### config.mk
export PLATFORM = sky130hd
export DESIGN_NAME = operand_prep_stage
export DESIGN_NICKNAME = d
export VERILOG_FILES = /design/src/rtl/operand_prep_stage.sv
export SDC_FILE = /design/constraint.sdc
export NUM_CORES = 2
export LEC_CHECK = 0
export ABC_AREA = 0
export CORE_MARGIN = 3
export CORE_UTILIZATION = 60
export CTS_CLUSTER_SIZE = 12
export DETAILED_ROUTE_END_ITERATION = 8
export GPL_TIMING_DRIVEN = 0
export PLACE_DENSITY_LB_ADDON = 0.15
export SLEW_MARGIN = 0
export SYNTH_ARGS = -nofsm -noshare
export SYNTH_HDL_FRONTEND = slang
export SYNTH_SLANG_ARGS = --single-unit
### constraint.sdc
create_clock -name clock -period 51.9 [get_ports clock]
set_clock_uncertainty 0.1 [all_clocks]
set_input_delay 12.975 -clock clock [delete_from_list [all_inputs] [get_ports clock]]
set_output_delay 12.975 -clock clock [all_outputs]
set_load 0.02 [all_outputs]
### src/rtl/operand_prep_stage.sv
// operand_prep_stage
// Register file plus operand-preparation stage between decode and the ALU.
// Holds the architectural registers, takes write-back from the later stage,
// and presents two ALU operands and a sign-extended branch offset through a
// single valid/ready output register.
// Optional feature: define ZERO_REG_EN to make register NREGS-1 a hardwired
// zero register (writes to it are dropped, so it always reads as zero).

module operand_prep_stage #(
   parameter int DATA_W = 32,
   parameter int NREGS  = 32,
   parameter int ADDR_W = $clog2(NREGS)
) (
   input  logic              clock,
   input  logic              reset,
   input  logic              in_valid,
   output logic              in_ready,
   input  logic [31:0]       instr,
   input  logic [ADDR_W-1:0] reg1,
   input  logic [ADDR_W-1:0] reg2,
   input  logic              alu_src,
   input  logic              mem_read,
   input  logic              mem_write,
   input  logic              wb_en,
   input  logic [ADDR_W-1:0] wb_addr,
   input  logic [DATA_W-1:0] wb_data,
   output logic              out_valid,
   input  logic              out_ready,
   output logic [DATA_W-1:0] read_data1,
   output logic [DATA_W-1:0] read_data2,
   output logic [DATA_W-1:0] pc_offset
);

   localparam logic STATE_EMPTY = 1'b0;
   localparam logic STATE_FULL  = 1'b1;

   logic              state;
   logic [DATA_W-1:0] regFile [NREGS];

   logic [ADDR_W-1:0] heldReg1;
   logic [ADDR_W-1:0] heldReg2;
   logic              heldAluSrc;
   logic [DATA_W-1:0] op1Reg;
   logic [DATA_W-1:0] op2Reg;
   logic [DATA_W-1:0] pcOffsetReg;

   logic              acceptIn;
   logic              transferOut;
   logic              wbWrite;
   logic [DATA_W-1:0] bypass1;
   logic [DATA_W-1:0] bypass2;
   logic [DATA_W-1:0] immValue;
   logic [DATA_W-1:0] branchOffset;
   logic              unusedInstrMsb;

   // The zero register is never written, so after reset it reads as zero
   // through the array, the bypass path and the stall refresh alike.
`ifdef ZERO_REG_EN
   localparam logic [ADDR_W-1:0] ZERO_ADDR = ADDR_W'(NREGS - 1);
   assign wbWrite = wb_en && (wb_addr != ZERO_ADDR);
`else
   assign wbWrite = wb_en;
`endif

   assign acceptIn    = in_valid && in_ready;
   assign transferOut = (state == STATE_FULL) && out_ready;
   assign in_ready    = (state == STATE_EMPTY) || out_ready;
   assign out_valid   = (state == STATE_FULL);

   assign read_data1 = op1Reg;
   assign read_data2 = op2Reg;
   assign pc_offset  = pcOffsetReg;

   // Bit 31 of the instruction does not feed any immediate or offset field.
   assign unusedInstrMsb = instr[31];

   // Same-cycle write-back wins over the stale array value on capture.
   assign bypass1 = (wbWrite && (wb_addr == reg1)) ? wb_data : regFile[reg1];
   assign bypass2 = (wbWrite && (wb_addr == reg2)) ? wb_data : regFile[reg2];

   // D-type loads/stores carry a 9-bit offset, arithmetic immediates 12 bits.
   assign immValue = (mem_read || mem_write)
                   ? {{(DATA_W-9){instr[20]}},  instr[20:12]}
                   : {{(DATA_W-12){instr[21]}}, instr[21:10]};

   // B/BL opcode selects the 26-bit offset; everything else uses the CB field.
   assign branchOffset = (instr[30:26] == 5'b00101)
                       ? {{(DATA_W-26){instr[25]}}, instr[25:0]}
                       : {{(DATA_W-19){instr[23]}}, instr[23:5]};

   // Architectural register file: cleared on reset, written by write-back
   // independently of the operand handshake.
   always_ff @(posedge clock or posedge reset) begin
      if (reset) begin
         for (int i = 0; i < NREGS; i++) begin
            regFile[i] <= '0;
         end
      end else if (wbWrite) begin
         regFile[wb_addr] <= wb_data;
      end
   end

   // Output stage: load on accept, drain on transfer-out, and while stalled
   // keep held register operands in step with any write-back that hits them.
   always_ff @(posedge clock or posedge reset) begin
      if (reset) begin
         state       <= STATE_EMPTY;
         op1Reg      <= '0;
         op2Reg      <= '0;
         pcOffsetReg <= '0;
         heldReg1    <= '0;
         heldReg2    <= '0;
         heldAluSrc  <= 1'b0;
      end else if (acceptIn) begin
         state       <= STATE_FULL;
         op1Reg      <= bypass1;
         op2Reg      <= alu_src ? immValue : bypass2;
         pcOffsetReg <= branchOffset;
         heldReg1    <= reg1;
         heldReg2    <= reg2;
         heldAluSrc  <= alu_src;
      end else if (transferOut) begin
         state <= STATE_EMPTY;
      end else if (state == STATE_FULL) begin
         if (wbWrite && (wb_addr == heldReg1)) begin
            op1Reg <= wb_data;
         end
         if (wbWrite && (wb_addr == heldReg2) && !heldAluSrc) begin
            op2Reg <= wb_data;
         end
      end
   end

endmodule

* Word level (Yosys, flattened, before mapping)
Index checks and enable logic that the tools add are counted.
Cells by class: order comparisons 4, reduce and logical (&&, ||, !) cells 17, equality and inequality tests 6, bitwise operators 4, mux-type cells 24
Operators with widths (number):
- bitwise mux 1024 bit | 1
- 2-to-1 mux 32 bit | 18
- binary-select mux 32 bit (select 5 bit) | 2
- demux 32 bit (select 5 bit) | 1
- equality test 5 bit | 4
- >= comparator 6 bit, second input constant | 3
- inverter 5 -> 6 bit | 3
- logical AND 1 bit | 8
- nonzero test 2 bit | 4
- less-than comparator 6 x 1 -> 1 bit, second input constant | 1
- AND reduction 3 bit | 2
- equality test 5 x 3 -> 1 bit, second input constant | 1
- logical OR 1 bit | 2
- 2-to-1 mux 1 bit | 2
- inequality test 2 bit, second input constant | 1
- logical NOT 1 bit | 1
- inverter 1 bit | 1
Word-level totals: input bits 87, register bits after elaboration 1132, word-level logic and storage cells 94, output and inout port bits 98

* Longest topological paths before layout
word-level depth 7, depth in mapped cells 10, depth with buffers taken out 6

* Worst setup path after synthesis
Ideal clock, no wire load.
path kind in2out, from input port out_ready, to output port in_ready, data required time 38825 ps, path slack 25391 ps, stages on the path 2, buffers on the path 0, data arrival time 13434 ps, cell sequence and2b_1 > clkinv_1
On the way: word-level cells in the longest chain between the ends 1
Ends and longest elaborated chain:
- start: declaration | RTL line 28 | input logic out_ready,
- logical OR 1 bit | RTL line 67 | assign in_ready = (state == STATE_EMPTY) || out_ready;
- end: declaration | RTL line 17 | output logic in_ready,
No other way between the ends.

* Worst setup path after layout
Same ends and word-level chain as after synthesis.

==> out/results.tsv <==
metric	value	unit
outcome	finished with violations	
failing checks	max-capacitance violations, max-slew violations	
WHS Path Cells	2	
gr ovfl total	0	
commonest cells in the netlist	dfrtp_1, mux2_2, mux4_2	
RSZ-0062 raised after global routing	false	
Tightest Hold Check Type	flip-flop to flip-flop	
Area Growth Syn to Fin	12.8	%
Wirelength per Cell	38.3	um
ys async rst share	1.00	
top_reg_cell synth	dfrtp_1	
dpl cell area	62800	um2
yosys warns	0	
Max Buffers Root-to-Sink	3	
Remaining DRCs	0	
total power	2.61	mW
Clk pin slew, worst setup/hold paths	0.06	ns
CP max FO	9	
Max Fclk	0.0361	GHz
H-tree depth	3	
Via density	7.51	
placed cells	5494	
min cycle time layout	27.70	ns
core area	97300	um2
Ports	185	
Worst EP arrival	14.63	ns
maximum VDD drop	0.0280	mV
slowest cell on the critical path	clkdlybuf4s50_1	
initial antenna violation count	10	
fin crit share	0.534	
CP Launch Type	input port	
syn nets	4116	
Finished Layout Cells	5721	
Post-Syn Area	59100	um2
# hold bufs at CTS	0	
die area	102000	um2
CTS Root Cell	clkbuf_16	
Die Wd	320	um
Initial Utilization	0.608	
Post-Synthesis Cells	4029	
CTS sink cnt	1126	
share of layout cells above drive strength 1	0.432	
main area contributors after synthesis	dfrtp_1, mux4_2, mux2_2, buf_2, mux2i_1	
FP Rows	114	
vias	43000	
Crit. End Element	output pin	
TritonRoute pass-1 iters	5	
first-pass GRT wire length	309000	um
largest net degree at the start of global routing	130	
part of the Yosys area used for sequential elements	0.476	
Net count, final	4426	
cell taking the most area after synthesis	dfrtp_1	
Post-synth EDFFs	0	
Slew Limit Fails	33	
Post-CTS Setup Inserts	0	
Total GRT Usage	0.430	
Worst Reg2Reg Path Length in Cells	8	
Worst-Margin Slew	1.59	ns
Pleak	28.6	nW
pwr/cell area	39.1	nW/um2
Synth top area share	0.476	
Max stage delay on crit path	0.64	ns
Max-Cap Viols	3	
CP dominant cell by count	clkdlybuf4s50_1	
Post-DP HPWL	150000	um
CP required	38.83	ns
CTS Buf Count	119	
chip height	320	um
cells along the critical path	clkdlybuf4s50_1 > and2b_1 > clkinv_1 > clkdlybuf4s50_1	
CTS tree	built	
final hold viol count	0	
Mean Syn Cell Area	14.7	um2
DRT antenna net count	0	
clk_lat worst skew	0.73	ns
IO Port Bufs	177	
Setup Viol. Count Final	0	
number of library cell types mapped by synthesis	71	
post-cts repair resize count	0	
post-synthesis register bit count	1126	
vias in the first global route	43000	
Crit Path Category	input port to output pin	
GPL Wtd Cong	0.992	
final hold slack	0.376	ns
DRT iter0 DRCs	6126	
Final Cell Area	66700	um2
most common cell in the synthesized netlist	dfrtp_1	
drt total wl	219000	um
max_slew headroom	-0.0632	
-- kinds of logic after synthesis --
| family | Yosys count | share of synthesized area |
|---|---|---|
| DFF | 1126 | 0.476 |
| xor gates and xnor gates | 20 | 0.00296 |
| buffers and inverters | 423 | 0.0358 |
| muxes | 1585 | 0.403 |
| and+or+nand+nor | 505 | 0.0402 |
| AOI/OAI and AO/OA | 370 | 0.0413 |
-- layout by cell type, fill, tap and decap left out, types with 40 or more instances in the layout --
master,n
a21oi_1,54
a22oi_1,66
buf_2,162
buf_4,44
clkbuf_1,212
clkbuf_16,123
clkdlybuf4s50_1,177
dfrtp_1,1126
mux2_1,41
mux2_2,925
mux2i_1,77
mux4_2,542
nand2_1,200
nor2_1,134
o21ai_0,97
o22ai_1,40
-- where the power goes --
group / internal, mW / total [mW] / leakage [nW] / switching (mW)
clock: 0.490 / 0.857 / 1.92 / 0.367
combinational: 0.322 / 0.577 / 12.4 / 0.256
sequential: 1.05 / 1.18 / 14.3 / 0.130
-- critical path, delay by kind of cell --
kind / cells / cell delay (ns)
AND/OR/NAND/NOR: 1 / 0.28
buffers and inverters: 3 / 1.38
-- routing by layer --
metal / GRT usage / vias up / wire length [um]
li1: - / 16100 / -
met1: 0.542 / 22500 / 75600
met2: 0.616 / 3440 / 94200
met3: 0.184 / 919 / 32400
met4: 0.266 / 18 / 16600
met5: 0.0134 / - / 298
-- registers in the layout, summed over array words and instances (netlist names) --
| name | flops |
|---|---|
| heldAluSrc | 1 |
| heldReg1 | 5 |
| heldReg2 | 5 |
| out_valid | 1 |
| pc_offset | 26 |
| read_data1 | 32 |
| read_data2 | 32 |
| regFile | 1024 |
-- path summary, 6_finish.rpt --
path                                         endpoint                      start  slack (ns)
max                                          in_ready                  out_ready       24.20
min                         pc_offset[23]$_DFFE_PP0N_  pc_offset[23]$_DFFE_PP0N_        0.38
max reg2reg                read_data2[20]$_DFFE_PP0P_      out_valid$_DFFE_PP0P_       48.05
min reg2reg                 pc_offset[23]$_DFFE_PP0N_  pc_offset[23]$_DFFE_PP0N_        0.38
max in group asynchronous    regFile[779]$_DFFE_PP0P_                      reset       37.06
min in group asynchronous    regFile[733]$_DFFE_PP0P_                      reset       12.59
-- cell type report --
cell class / count / area (um2)
multi-input combinational: 2480 / 28900
antenna: 11 / 27.5
buffer: 414 / 2080
inverter: 9 / 41.3
clock inverter: 25 / 198
tap: 1276 / 1600
clock buffer: 191 / 3670
sequential: 1126 / 28200
timing repair buffer: 189 / 2070
fill: 6765 / 30500
-- through the flow --
step	setup WS (ns)	utilization	TNS (ns)
after floorplan	7.12	-	0
after global placement	-6.24	0.643	-6774.88
after detailed placement	24.25	0.646	0
after CTS	24.24	0.686	0
after global routing	24.16	0.686	0
final	24.20	0.686	0
(Power assumes the default switching activity.)
